`src/rtl/button_debouncer_pkg.sv`:
```
`default_nettype none
// ============================================================================
// button_debouncer_pkg : shared defaults and counter-width helper
// Revision 1.0
// ============================================================================
package button_debouncer_pkg;

   localparam int DEFAULT_BTN_COUNT     = 7;
   localparam int DEFAULT_STABLE_CYCLES = 500000;
   localparam int DEFAULT_REPEAT_DELAY  = 25000000;
   localparam int DEFAULT_REPEAT_PERIOD = 5000000;

   // Bits needed to hold 0..count, never narrower than one bit.
   function automatic int cnt_width(input int count);
      int w;
      w = $clog2(count + 1);
      return (w < 1) ? 1 : w;
   endfunction

endpackage
`default_nettype wire

```
`src/rtl/button_debouncer_if.sv`:
```
`default_nettype none
// ============================================================================
// button_debouncer_if : raw button inputs and debounced outputs
// Revision 1.0
// ============================================================================
interface button_debouncer_if
   import button_debouncer_pkg::*;
#(
   parameter int BTN_COUNT = DEFAULT_BTN_COUNT
);
   logic [BTN_COUNT-1:0] btn;
   logic [BTN_COUNT-1:0] level;
   logic [BTN_COUNT-1:0] trigger;
   logic [BTN_COUNT-1:0] released;

   modport master (output btn, input level, input trigger, input released);
   modport slave  (input btn, output level, output trigger, output released);
endinterface
`default_nettype wire

```
`src/rtl/button_debouncer_channel.sv`:
```
`default_nettype none
// ============================================================================
// debounce_channel : one-bit synchroniser, stability counter and edge strobes
// Optional auto-repeat under BUTTON_DEBOUNCER_AUTOREPEAT_EN.  Revision 1.0
// ============================================================================
module debounce_channel
   import button_debouncer_pkg::*;
#(
   parameter int STABLE_CYCLES = DEFAULT_STABLE_CYCLES
`ifdef BUTTON_DEBOUNCER_AUTOREPEAT_EN
   ,
   parameter int REPEAT_DELAY  = DEFAULT_REPEAT_DELAY,
   parameter int REPEAT_PERIOD = DEFAULT_REPEAT_PERIOD
`endif
) (
   input  wire  clk,
   input  wire  reset,
   input  wire  btn_i,
   output logic level_o,
   output logic trigger_o,
   output logic released_o
);

   localparam int            CW          = cnt_width(STABLE_CYCLES);
   localparam logic [CW-1:0] STABLE_LAST = CW'(STABLE_CYCLES - 1);

   logic          s1_q, s_q;
   logic          level_q, level_d;
   logic          trigger_q, trigger_d;
   logic          released_q, released_d;
   logic [CW-1:0] cnt_q, cnt_d;
   logic          rpt_fire;

   always_ff @(posedge clk) begin
      if (reset) begin
         s1_q       <= 1'b0;
         s_q        <= 1'b0;
         level_q    <= 1'b0;
         trigger_q  <= 1'b0;
         released_q <= 1'b0;
         cnt_q      <= '0;
      end else begin
         s1_q       <= btn_i;
         s_q        <= s1_q;
         level_q    <= level_d;
         trigger_q  <= trigger_d;
         released_q <= released_d;
         cnt_q      <= cnt_d;
      end
   end

   // Any cycle where the synchronised input agrees with level restarts the count.
   always_comb begin
      cnt_d   = cnt_q;
      level_d = level_q;
      if (s_q == level_q) begin
         cnt_d = '0;
      end else if (cnt_q == STABLE_LAST) begin
         level_d = s_q;
         cnt_d   = '0;
      end else begin
         cnt_d = cnt_q + 1'b1;
      end
      trigger_d  = (level_d & ~level_q) | rpt_fire;
      released_d = ~level_d & level_q;
   end

`ifdef BUTTON_DEBOUNCER_AUTOREPEAT_EN
   localparam int RPT_MAX = (REPEAT_DELAY > REPEAT_PERIOD) ? REPEAT_DELAY : REPEAT_PERIOD;
   localparam int RW      = cnt_width(RPT_MAX);
   localparam logic [RW-1:0] RPT_DELAY_LAST  = RW'(REPEAT_DELAY - 1);
   localparam logic [RW-1:0] RPT_PERIOD_LAST = RW'(REPEAT_PERIOD - 1);

   logic [RW-1:0] rpt_cnt_q, rpt_cnt_d;
   logic          rpt_period_q, rpt_period_d;

   always_ff @(posedge clk) begin
      if (reset) begin
         rpt_cnt_q    <= '0;
         rpt_period_q <= 1'b0;
      end else begin
         rpt_cnt_q    <= rpt_cnt_d;
         rpt_period_q <= rpt_period_d;
      end
   end

   // rpt_period_q selects the long first delay (0) or the steady repeat period (1).
   always_comb begin
      rpt_cnt_d    = rpt_cnt_q;
      rpt_period_d = rpt_period_q;
      rpt_fire     = 1'b0;
      if (!(level_q && s_q)) begin
         rpt_cnt_d    = '0;
         rpt_period_d = 1'b0;
      end else if (rpt_cnt_q == (rpt_period_q ? RPT_PERIOD_LAST : RPT_DELAY_LAST)) begin
         rpt_fire     = 1'b1;
         rpt_cnt_d    = '0;
         rpt_period_d = 1'b1;
      end else begin
         rpt_cnt_d = rpt_cnt_q + 1'b1;
      end
   end
`else
   assign rpt_fire = 1'b0;
`endif

   assign level_o    = level_q;
   assign trigger_o  = trigger_q;
   assign released_o = released_q;

endmodule
`default_nettype wire

```
`src/rtl/button_debouncer.sv`:
```
`default_nettype none
// ============================================================================
// button_debouncer : BTN_COUNT independent debounce channels with press/release
// strobes; auto-repeat built when BUTTON_DEBOUNCER_AUTOREPEAT_EN is defined. Rev 1.0
// ============================================================================
module button_debouncer
   import button_debouncer_pkg::*;
#(
   parameter int BTN_COUNT     = DEFAULT_BTN_COUNT,
   parameter int STABLE_CYCLES = DEFAULT_STABLE_CYCLES,
   parameter int REPEAT_DELAY  = DEFAULT_REPEAT_DELAY,
   parameter int REPEAT_PERIOD = DEFAULT_REPEAT_PERIOD
) (
   input  wire               clk,
   input  wire               reset,
   button_debouncer_if.slave bus
);

   generate
      for (genvar i = 0; i < BTN_COUNT; i++) begin : g_chan
         debounce_channel #(
            .STABLE_CYCLES (STABLE_CYCLES)
`ifdef BUTTON_DEBOUNCER_AUTOREPEAT_EN
            ,
            .REPEAT_DELAY  (REPEAT_DELAY),
            .REPEAT_PERIOD (REPEAT_PERIOD)
`endif
         ) u_chan (
            .clk        (clk),
            .reset      (reset),
            .btn_i      (bus.btn[i]),
            .level_o    (bus.level[i]),
            .trigger_o  (bus.trigger[i]),
            .released_o (bus.released[i])
         );
      end
   endgenerate

`ifndef BUTTON_DEBOUNCER_AUTOREPEAT_EN
   // Repeat timing is accepted for interface compatibility but has no effect here.
   logic unused_repeat_cfg;
   assign unused_repeat_cfg = ^{REPEAT_DELAY, REPEAT_PERIOD};
`endif

endmodule
`default_nettype wire

```
`src/flat_wrapper.sv`:
```
// flat-port wrapper written by rule: the top's interface ports become plain ports
module button_debouncer_flat import button_debouncer_pkg::*;
#(
   parameter int BTN_COUNT     = DEFAULT_BTN_COUNT,
   parameter int STABLE_CYCLES = DEFAULT_STABLE_CYCLES,
   parameter int REPEAT_DELAY  = DEFAULT_REPEAT_DELAY,
   parameter int REPEAT_PERIOD = DEFAULT_REPEAT_PERIOD
)
  (clk, reset, bus_btn, bus_level, bus_trigger, bus_released);
  button_debouncer_if #(.BTN_COUNT(BTN_COUNT)) bus_i ();
  input  wire clk;
  input  wire reset;
  input wire logic [$bits(bus_i.btn)-1:0] bus_btn;
  output wire logic [$bits(bus_i.level)-1:0] bus_level;
  output wire logic [$bits(bus_i.trigger)-1:0] bus_trigger;
  output wire logic [$bits(bus_i.released)-1:0] bus_released;
  assign bus_i.btn = bus_btn;
  assign bus_level = bus_i.level;
  assign bus_trigger = bus_i.trigger;
  assign bus_released = bus_i.released;
  button_debouncer #(.BTN_COUNT(BTN_COUNT), .STABLE_CYCLES(STABLE_CYCLES), .REPEAT_DELAY(REPEAT_DELAY), .REPEAT_PERIOD(REPEAT_PERIOD)) u_core (.clk(clk), .reset(reset), .bus(bus_i));
endmodule
```
`config.mk`:
```
export PLATFORM = sky130hd
export DESIGN_NAME = button_debouncer_flat
export DESIGN_NICKNAME = d
export VERILOG_FILES = /design/src/rtl/button_debouncer_pkg.sv /design/src/rtl/button_debouncer_if.sv /design/src/rtl/button_debouncer_channel.sv /design/src/rtl/button_debouncer.sv /design/src/flat_wrapper.sv
export SDC_FILE = /design/constraint.sdc
export NUM_CORES = 1
export LEC_CHECK = 0
export ABC_AREA = 0
export CORE_ASPECT_RATIO = 0.5
export CORE_MARGIN = 4
export CORE_UTILIZATION = 60
export CTS_CLUSTER_DIAMETER = 40
export DETAILED_ROUTE_END_ITERATION = 10
export HOLD_SLACK_MARGIN = 0.06
export PLACE_DENSITY = 0.75
export SKIP_CTS_REPAIR_TIMING = 1
export SLEW_MARGIN = 15
export SYNTH_ARGS = -nofsm -noshare
export SYNTH_HDL_FRONTEND = slang
export SYNTH_SLANG_ARGS = --single-unit
```
`constraint.sdc`:
```
create_clock -name clk -period 5.5 [get_ports clk]
set_input_delay 1.1 -clock clk [delete_from_list [all_inputs] [get_ports clk]]
set_output_delay 1.1 -clock clk [all_outputs]
set_load 0.1 [all_outputs]
```
==> summary.txt, run 1 <==
status: completed
grt met2 use: 34.1%
Final Cycle Share: 55.5%
clock slew at reported path FFs: 0.07 ns
P_leak: 2.51 nW
first-pass GRT wire length: 23400 um
crit path max-delay cell type: clkdlybuf4s50_1
Unique masters post-synth: 50
met1 GRT Util: 24.8%
Syn Inst Count: 821
power per cell area: 298 nW/um^2
total CTS buffers: 17
r2r endpoint: u_core.g_chan[4].u_chan.cnt_q[6]
syn_area_per_cell: 8.98 sq um
drt drc: 0
critical-path cell list: clkdlybuf4s50_1
final setup fails: 0
Finished Layout Cells: 1005
input/output buffers: 29
Clock Sinks: 168
row cnt: 28
I/O pins: 30
hold slack final: 0.464 ns
initial antenna violation count: 0
fin area: 8210 sq um
TritonCTS clock tree: yes
total placed cells including tap cells: 974
Worst VDD drop: 0.217 mV
global route total overflow: 0
Place WS: 2.71 ns
Iter 0 DRT Violations: 303
number of diodes: 0
Pwr Total: 2.45 mW
Seq/Total Area, Yosys: 45.6%
Initial Utilization: 61.9%
via count: 5683
Max FO, Critical Path: 4
post-DR wirelength/cell: 13.4 um
Arr. time, crit path: 1.95 ns
largest net degree at the start of global routing: 28
max frequency: 328 MHz
vias per inst: 5.65
CORE AREA: 11900 sq um
Critical Path RT: 4.40 ns
Area Overhead vs Synth: 11.4%
commonest non-fill, non-tap cell in the layout: dfxtp_1
area of the die: 14200 sq um
most frequent cells in the layout: dfxtp_1 (168), nor2_1 (101), nand3_1 (54)
CP bufs+invs: 1
Worst Hold End: u_core.g_chan[5].u_chan.s_q
RSZ-0062 raised after global routing: false
worst setup slack after layout: 2.45 ns
Seq cells post-synth: 168
DP HPWL: 9130 um
met3 Use GR: 5.13%
ys async rst share: 0%
Min-Delay Path Depth: 1
final core utilization: 69.0%
Clock Tree Buf Depth: 2
Slew headroom: 35.0%
Hold Path Class: reg -> reg
Post-synth EDFFs: 0
min cycle time layout: 3.05 ns
Slowest Stage Delay on Critical Path: 1.15 ns
Placer Congestion: 0.843
Post-Syn Area: 7370 sq um
share of layout cells above drive strength 1: 6.55%
crit-path leading delay family: buffers and inverters
Hold Vio Cnt, Final: 0
Slew @ Worst Pin: 0.972 ns
R2R setup slack: 3.22 ns
Pins Over Slew Limit: 0
Layout Skew: 0.00829 ns
Placement Cell Area: 7610 sq um
die span in x: 165 um
grt peak-use layer: met2
syn_nets: 837
die span in y: 86.4 um
Synth warnings: 0
Antenna Nets Post-Route: 0
Startpoint Class: register
Nets: 844
FF-to-FF Start: u_core.g_chan[4].u_chan.cnt_q[10]
max cap viols: 0
DRT Wirelength: 13500 um
TNS Setup: 0 ns
root buffer cell: clkbuf_16
worst r2r path cells: 4
vias in the first global route: 5324
Main synth FF type: dfxtp_1
GR Util All Layers: 19.8%
first-pass detailed-route iteration total: 5
hold_sp: u_core.g_chan[5].u_chan.s1_q
CP Capture Type: output pin
H-Tree Depth: 4
Clock Latency Late Sink: 0.41 ns
Setup CP Type: reg -> out
## flip-flops by register name, indices dropped and copies added, names as in the netlist
signal                           cells
u_core.g_chan.u_chan.cnt_q         133
u_core.g_chan.u_chan.level_o         7
u_core.g_chan.u_chan.released_o      7
u_core.g_chan.u_chan.s1_q            7
u_core.g_chan.u_chan.s_q             7
u_core.g_chan.u_chan.trigger_o       7
## kinds of logic after synthesis
family                     after synthesis  synth area share (%)
DFF                                    168                  45.6
buffers and inverters                   59                  4.46
and+or+nand+nor                        405                  30.7
adders and majority gates                7                  1.19
xor gates and xnor gates                84                  9.98
AOI/OAI and AO/OA                       98                  8.08
## worst max path at each step
stage	slack, ns	cells after the start	endpoint	from
6_report	2.45	1	bus_level[1]	u_core.g_chan[1].u_chan.level_o
5_1_grt	2.38	1	bus_level[1]	u_core.g_chan[1].u_chan.level_o
4_1_cts	2.43	1	bus_level[1]	u_core.g_chan[1].u_chan.level_o
3_5_place_dp	2.71	5	u_core.g_chan[5].u_chan.cnt_q[8]	reset
3_3_place_gp	2.75	5	u_core.g_chan[5].u_chan.cnt_q[10]	reset
2_1_floorplan	3.40	5	u_core.g_chan[5].u_chan.cnt_q[10]	reset
## power by group
| part | internal, mW | switching (mW) |
|---|---|---|
| combinational | 0.0113 | 0.0165 |
| sequential | 1.22 | 0.00421 |
| clock | 0.698 | 0.495 |
| total | 1.93 | 0.516 |
## cell usage after synthesis, types with 3 or more instances
library cell	instances	area, sq um
nand2_1	41	154
nor2_1	101	379
nand3b_1	5	37.5
o21ai_0	22	110
and2_1	3	18.8
or4bb_1	3	33.8
or3_1	23	144
or4_1	23	173
ha_1	7	87.6
nand3_1	54	270
buf_6	3	33.8
inv_1	17	63.8
or4_4	4	45.0
o31ai_1	17	128
o21ai_1	3	15.0
nor4_1	11	68.8
xor2_1	46	403
nor4b_1	5	43.8
nand2b_1	14	87.6
and3_1	18	113
clkbuf_1	15	56.3
and4_1	18	158
xnor2_1	38	333
nor2b_1	15	93.8
nor3_1	23	115
a21oi_1	46	230
dfxtp_1	168	3360
buf_4	22	165
nand4_1	27	169
## layout make-up
class / instances / area [sq um]
inverters: 17 / 63.8
clock inverters: 12 / 143
well taps: 165 / 206
clock buffers: 19 / 453
fillers: 959 / 3700
multi-input cells: 594 / 3690
repair buffers: 30 / 293
flip-flops and latches: 168 / 3360
## layer usage
layer  up-vias  wire length, um
li1       2922                -
met5         -                0
met3        19              493
met1      2640             6610
met4         0              151
met2       102             6220
Note: power is estimated with default switching activity, not from simulation.
==> run 2, diff against run 1 <==
clock period = 3.1 ns   (was 5.5 ns; I/O delays follow)
==> run 2 against run 1 <==
Against the previous run: highest routed layer unchanged; via count rose by 0.86%; worst hold slack got worse by 0.024 ns; largest cell class unchanged; total power rose by 72%; cell count rose by 0.40%; clock power rose by 67%; sequential power rose by 77%; core utilization fell by 0.61 points; setup slack got worse by 1.6 ns; combinational power rose by 84%; critical path depth rose by 3.
==> summary.txt, run 2 (same netlist as run 1, synthesis figures left out) <==
status: completed
Startpoint Class: register
area of the die: 14200 sq um (unchanged)
Arr. time, crit path: 2.56 ns (+0.61 ns)
I/O pins: 30 (unchanged)
commonest non-fill, non-tap cell in the layout: dfxtp_1
GR Util All Layers: 20.2% (+0.43 points)
number of flip-flops in the largest register: 133 (unchanged)
share of layout cells above drive strength 1: 8.89% (+2.3 points)
most frequent cells in the layout: dfxtp_1 (168), nor2_1 (101), nand3_1 (54)
Slew headroom: 51.5% (+16 points)
DP HPWL: 9210 um (+0.86%)
Slowest Stage Delay on Critical Path: 0.62 ns (-0.53 ns)
min cycle time layout: 2.29 ns
die span in y: 86.4 um (unchanged)
sequential power share: 51.6% (+1.5 points)
power share of the combinational group: 1.2% (about the same)
switching share of power: 21.1% (+0.046 points)
largest net degree at the start of global routing: 32 (+14%)
CP Capture Type: register
RSZ-0062 raised after global routing: false
row cnt: 28 (unchanged)
Critical Path RT: 3.37 ns (-1.03 ns)
hold slack final: 0.439 ns (-0.0243 ns)
Iter 0 DRT Violations: 344 (+14%)
total CTS buffers: 17 (unchanged)
DRT Wirelength: 13800 um (+2.2%)
Clock Power Share: 47.2% (-1.5 points)
Placement Cell Area: 7580 sq um (-0.39%)
Pins Over Slew Limit: 0 (unchanged)
P_leak: 2.54 nW (+1.1%)
final setup fails: 0 (unchanged)
vias in the first global route: 5346 (+0.41%)
Sw Pwr: 0.891 mW (+73%)
Final Cycle Share: 73.8%
CP bufs+invs: 0 (-1)
via count: 5732 (+0.86%)
Setup CP Type: reg -> reg
drt drc: 0 (unchanged)
Worst VDD drop: 0.308 mV (+42%)
first-pass GRT wire length: 23800 um (+1.9%)
Initial Utilization: 61.9% (unchanged)
Max FO, Critical Path: 18 (+14)
Layout Skew: 0.0120 ns (+0.00366 ns)
Antenna Nets Post-Route: 0 (unchanged)
max frequency: 437 MHz
TNS Setup: 0 ns (unchanged)
Clock Tree Buf Depth: 2 (unchanged)
root buffer cell: clkbuf_16
FILL cells: 967 (+0.83%)
first-pass detailed-route iteration total: 4 (-1)
Area Overhead vs Synth: 10.4%
global route total overflow: 0 (unchanged)
crit path max-delay cell type: o21ai_2
TritonCTS clock tree: yes
crit-path leading delay family: simple AND/OR/NAND/NOR gates
die span in x: 165 um (unchanged)
Placer Congestion: 0.825 (-2.2%)
post-DR wirelength/cell: 13.6 um (+1.7%)
Hold Path Class: reg -> reg
fin area: 8140 sq um (-0.88%)
max cap viols: 0 (unchanged)
input/output buffers: 29 (unchanged)
Clock Sinks: 168 (unchanged)
Hold Vio Cnt, Final: 0 (unchanged)
power per cell area: 518 nW/um^2 (+74%)
clock slew at reported path FFs: 0.06 ns (about the same)
Slew @ Worst Pin: 0.728 ns (-0.244 ns)
Int Pwr: 3.33 mW (+72%)
R2R setup slack: 0.81 ns (-2.41 ns)
CORE AREA: 11900 sq um (unchanged)
Nets: 847 (+0.36%)
number of diodes: 0 (unchanged)
critical-path cell list: or4b_1 -> or4_4 -> o21ai_2 -> nor2_1
Clock Latency Late Sink: 0.42 ns (about the same)
vias per inst: 5.68 (+0.46%)
initial antenna violation count: 0 (unchanged)
H-Tree Depth: 4 (unchanged)
Biggest register: u_core.g_chan.u_chan.cnt_q
[run 2: cell types whose count changed in the layout (fill, tap and decap cells not counted), moves of 3 or more]
| cell | delta |
|---|---|
| buf_4 | +24 |
| clkdlybuf4s50_1 | -21 |
| clkbuf_8 | +3 |
| clkinv_4 | -3 |
| clkinvlp_4 | +3 |
| o21ai_1 | +3 |
| o21ai_2 | -3 |
[run 2: per-stage QoR]
| stage | utilization, % | worst slack [ns] | total power, mW | cells |
|---|---|---|---|---|
| after global placement | 63.6 | 0.907 | 2.27 | 977 |
| after floorplan | - | 1.03 | 2.26 | 821 |
| after CTS | 68.4 | 0.827 | 4.25 | 1009 |
| after detailed placement | 63.6 | 0.837 | 2.28 | 977 |
| final | 68.4 | 0.812 | 4.22 | 1009 |
| after global routing | 68.4 | 0.636 | 4.35 | 1009 |
[run 2: power by group through the flow]
| stage | combinational (mW) | sequential [mW] | clock (mW) |
|---|---|---|---|
| 6_report | 0.0510 | 2.18 | 1.99 |
| 5_1_grt | 0.0566 | 2.18 | 2.12 |
| 4_1_cts | 0.0513 | 2.18 | 2.02 |
| 3_5_place_dp | 0.0510 | 2.23 | 0 |
| 3_3_place_gp | 0.0500 | 2.22 | 0 |
| 2_1_floorplan | 0.0331 | 2.22 | 0 |
[run 2: routing by layer]
metal / vias up / part of all wire, % / global-route usage, %
met5: - / 0 / 0
met4: 0 / 1.1 / 7.09
met3: 21 / 3.1 / 4.37
met2: 84 / 46 / 33.7
met1: 2698 / 49 / 26.2
li1: 2929 / - / -
[run 2: worst paths after layout]
path	from	to	cells after the start
setup reg to reg	u_core.g_chan[4].u_chan.cnt_q[10]	u_core.g_chan[4].u_chan.cnt_q[3]	4
setup / recovery	u_core.g_chan[4].u_chan.cnt_q[10]	u_core.g_chan[4].u_chan.cnt_q[3]	4
hold reg to reg	u_core.g_chan[4].u_chan.s1_q	u_core.g_chan[4].u_chan.s_q	1
hold / removal	u_core.g_chan[4].u_chan.s1_q	u_core.g_chan[4].u_chan.s_q	1
[run 2: final cells by class]
type	instances	area, sq um	share of cell area (%)
clock buffers	24	502	6.16
clock inverters	8	62.6	0.768
inverters	17	63.8	0.784
multi-input cells	594	3680	45.2
flip-flops and latches	168	3360	41.3
well taps	165	206	2.54
repair buffers	33	263	3.23
[run 2: worst reg2reg max path, delay by kind of cell (launching register included)]
family / cells / cell delay [ns]
and+or+nand+nor: 3 / 1.17
AOI/OAI and AO/OA: 1 / 0.62
DFF: 1 / 0.36
==> RTL change (config.mk and constraints of run 2) <==
The option `BUTTON_DEBOUNCER_AUTOREPEAT_EN` is turned on by a define.
--- a/src/rtl/button_debouncer_channel.sv
+++ b/src/rtl/button_debouncer_channel.sv
@@ -4,4 +4,6 @@
 // Optional auto-repeat under BUTTON_DEBOUNCER_AUTOREPEAT_EN.  Revision 1.0
 // ============================================================================
+`define BUTTON_DEBOUNCER_AUTOREPEAT_EN
+
 module debounce_channel
    import button_debouncer_pkg::*;
Formal check against the unedited RTL: same outputs for any inputs over 10 cycles, from zero or initial values and one cycle with reset high; that may be too few to reach the edited logic, so the function may still have changed.
==> RTL change against run 2 <==
Non-clock buffer count up 17; clock power up 120%; sequential cell count up 182; wire length up 150%; cell area up 120%; first-iteration DRC count up 140%; core utilization down 1.0 points; area after synthesis up 120%; hold slack better by 0.0014 ns; count of clock-buffer cells in the layout up 20; critical endpoint is now u_core.g_chan[1].u_chan.cnt_q[14]$_SDFF_PP0_; synthesized cell count up 130%; sequential power up 110%; critical path type unchanged; setup slack worse by 0.16 ns; power up 110%.
==> RTL change: results (changes against run 2) <==
- Outcome: finished, final reports clean
- Largest net degree at the start of global routing: 27 (-16%)
- Non-clock buffer count: 50 (+52%)
- Layout Cells excl Fill: 2217 (+120%)
- Relative slew slack: 0.433 (-0.0813)
- Synth Area in XOR/XNOR: 0.0922 (-0.00759)
- Final hold slack: 0.441 ns (+0.00140 ns)
- WL met2: 15700 um (+150%)
- Crit path arrival time: 2.84 ns (+0.28 ns)
- Final Wtd Congestion: 0.863 (+4.6%)
- Signal buf overhead: 0.0217 (-0.0106)
- Hpwl dp: 23000 um (+150%)
- Core area: 0.0267 mm^2 (+120%)
- Met3 wire length: 1590 um (+270%)
- Flops & latches, synth: 350 (+110%)
- Clock Tree Buf Depth: 3 (+1)
- Fraction of area in registers: 0.390 (-0.0234)
- Met2 Usage GRT: 0.369 (+0.0318)
- Peak VDD IR: 497 uV (+62%)
- H-tree depth: 2 (-2)
- Clock latency on the worst-skew pair: 0.53 ns (+0.11 ns)
- Post-synthesis sequential area ratio: 0.426 (-0.0298)
- Synth cell types: 58 (+16%)
- Slowest stage cell on the critical path: or4b_2
- M1 wire length: 16000 um (+140%)
- Synth Area in Compound Gates: 0.108 (+0.0270)
- Total iterations of the first detailed-routing run: 8 (+4)
- Synth Area per Inst: 8.82 um^2 (-1.8%)
- Layout cell share with drive strength beyond 1: 0.0740 (-0.0149)
RTL change: path summary, 6_finish.rpt:
path / depth (start not counted) / from / end
worst max-delay path: 4 / u_core.g_chan[1].u_chan.cnt_q[9]$_SDFF_PP0_ / u_core.g_chan[1].u_chan.cnt_q[14]$_SDFF_PP0_
worst min-delay path: 1 / u_core.g_chan[0].u_chan.s1_q$_SDFF_PP0_ / u_core.g_chan[0].u_chan.s_q$_SDFF_PP0_
worst min register to register: 1 / u_core.g_chan[0].u_chan.s1_q$_SDFF_PP0_ / u_core.g_chan[0].u_chan.s_q$_SDFF_PP0_
worst max register to register: 4 / u_core.g_chan[1].u_chan.cnt_q[9]$_SDFF_PP0_ / u_core.g_chan[1].u_chan.cnt_q[14]$_SDFF_PP0_
RTL change: power by group:
group	internal [mW]	total [mW]	leakage [nW]	switching, mW
logic	0.0235	0.0575	1.81	0.0340
registers	4.51	4.51	2.82	0.00807
clock network	2.59	4.42	0.594	1.83
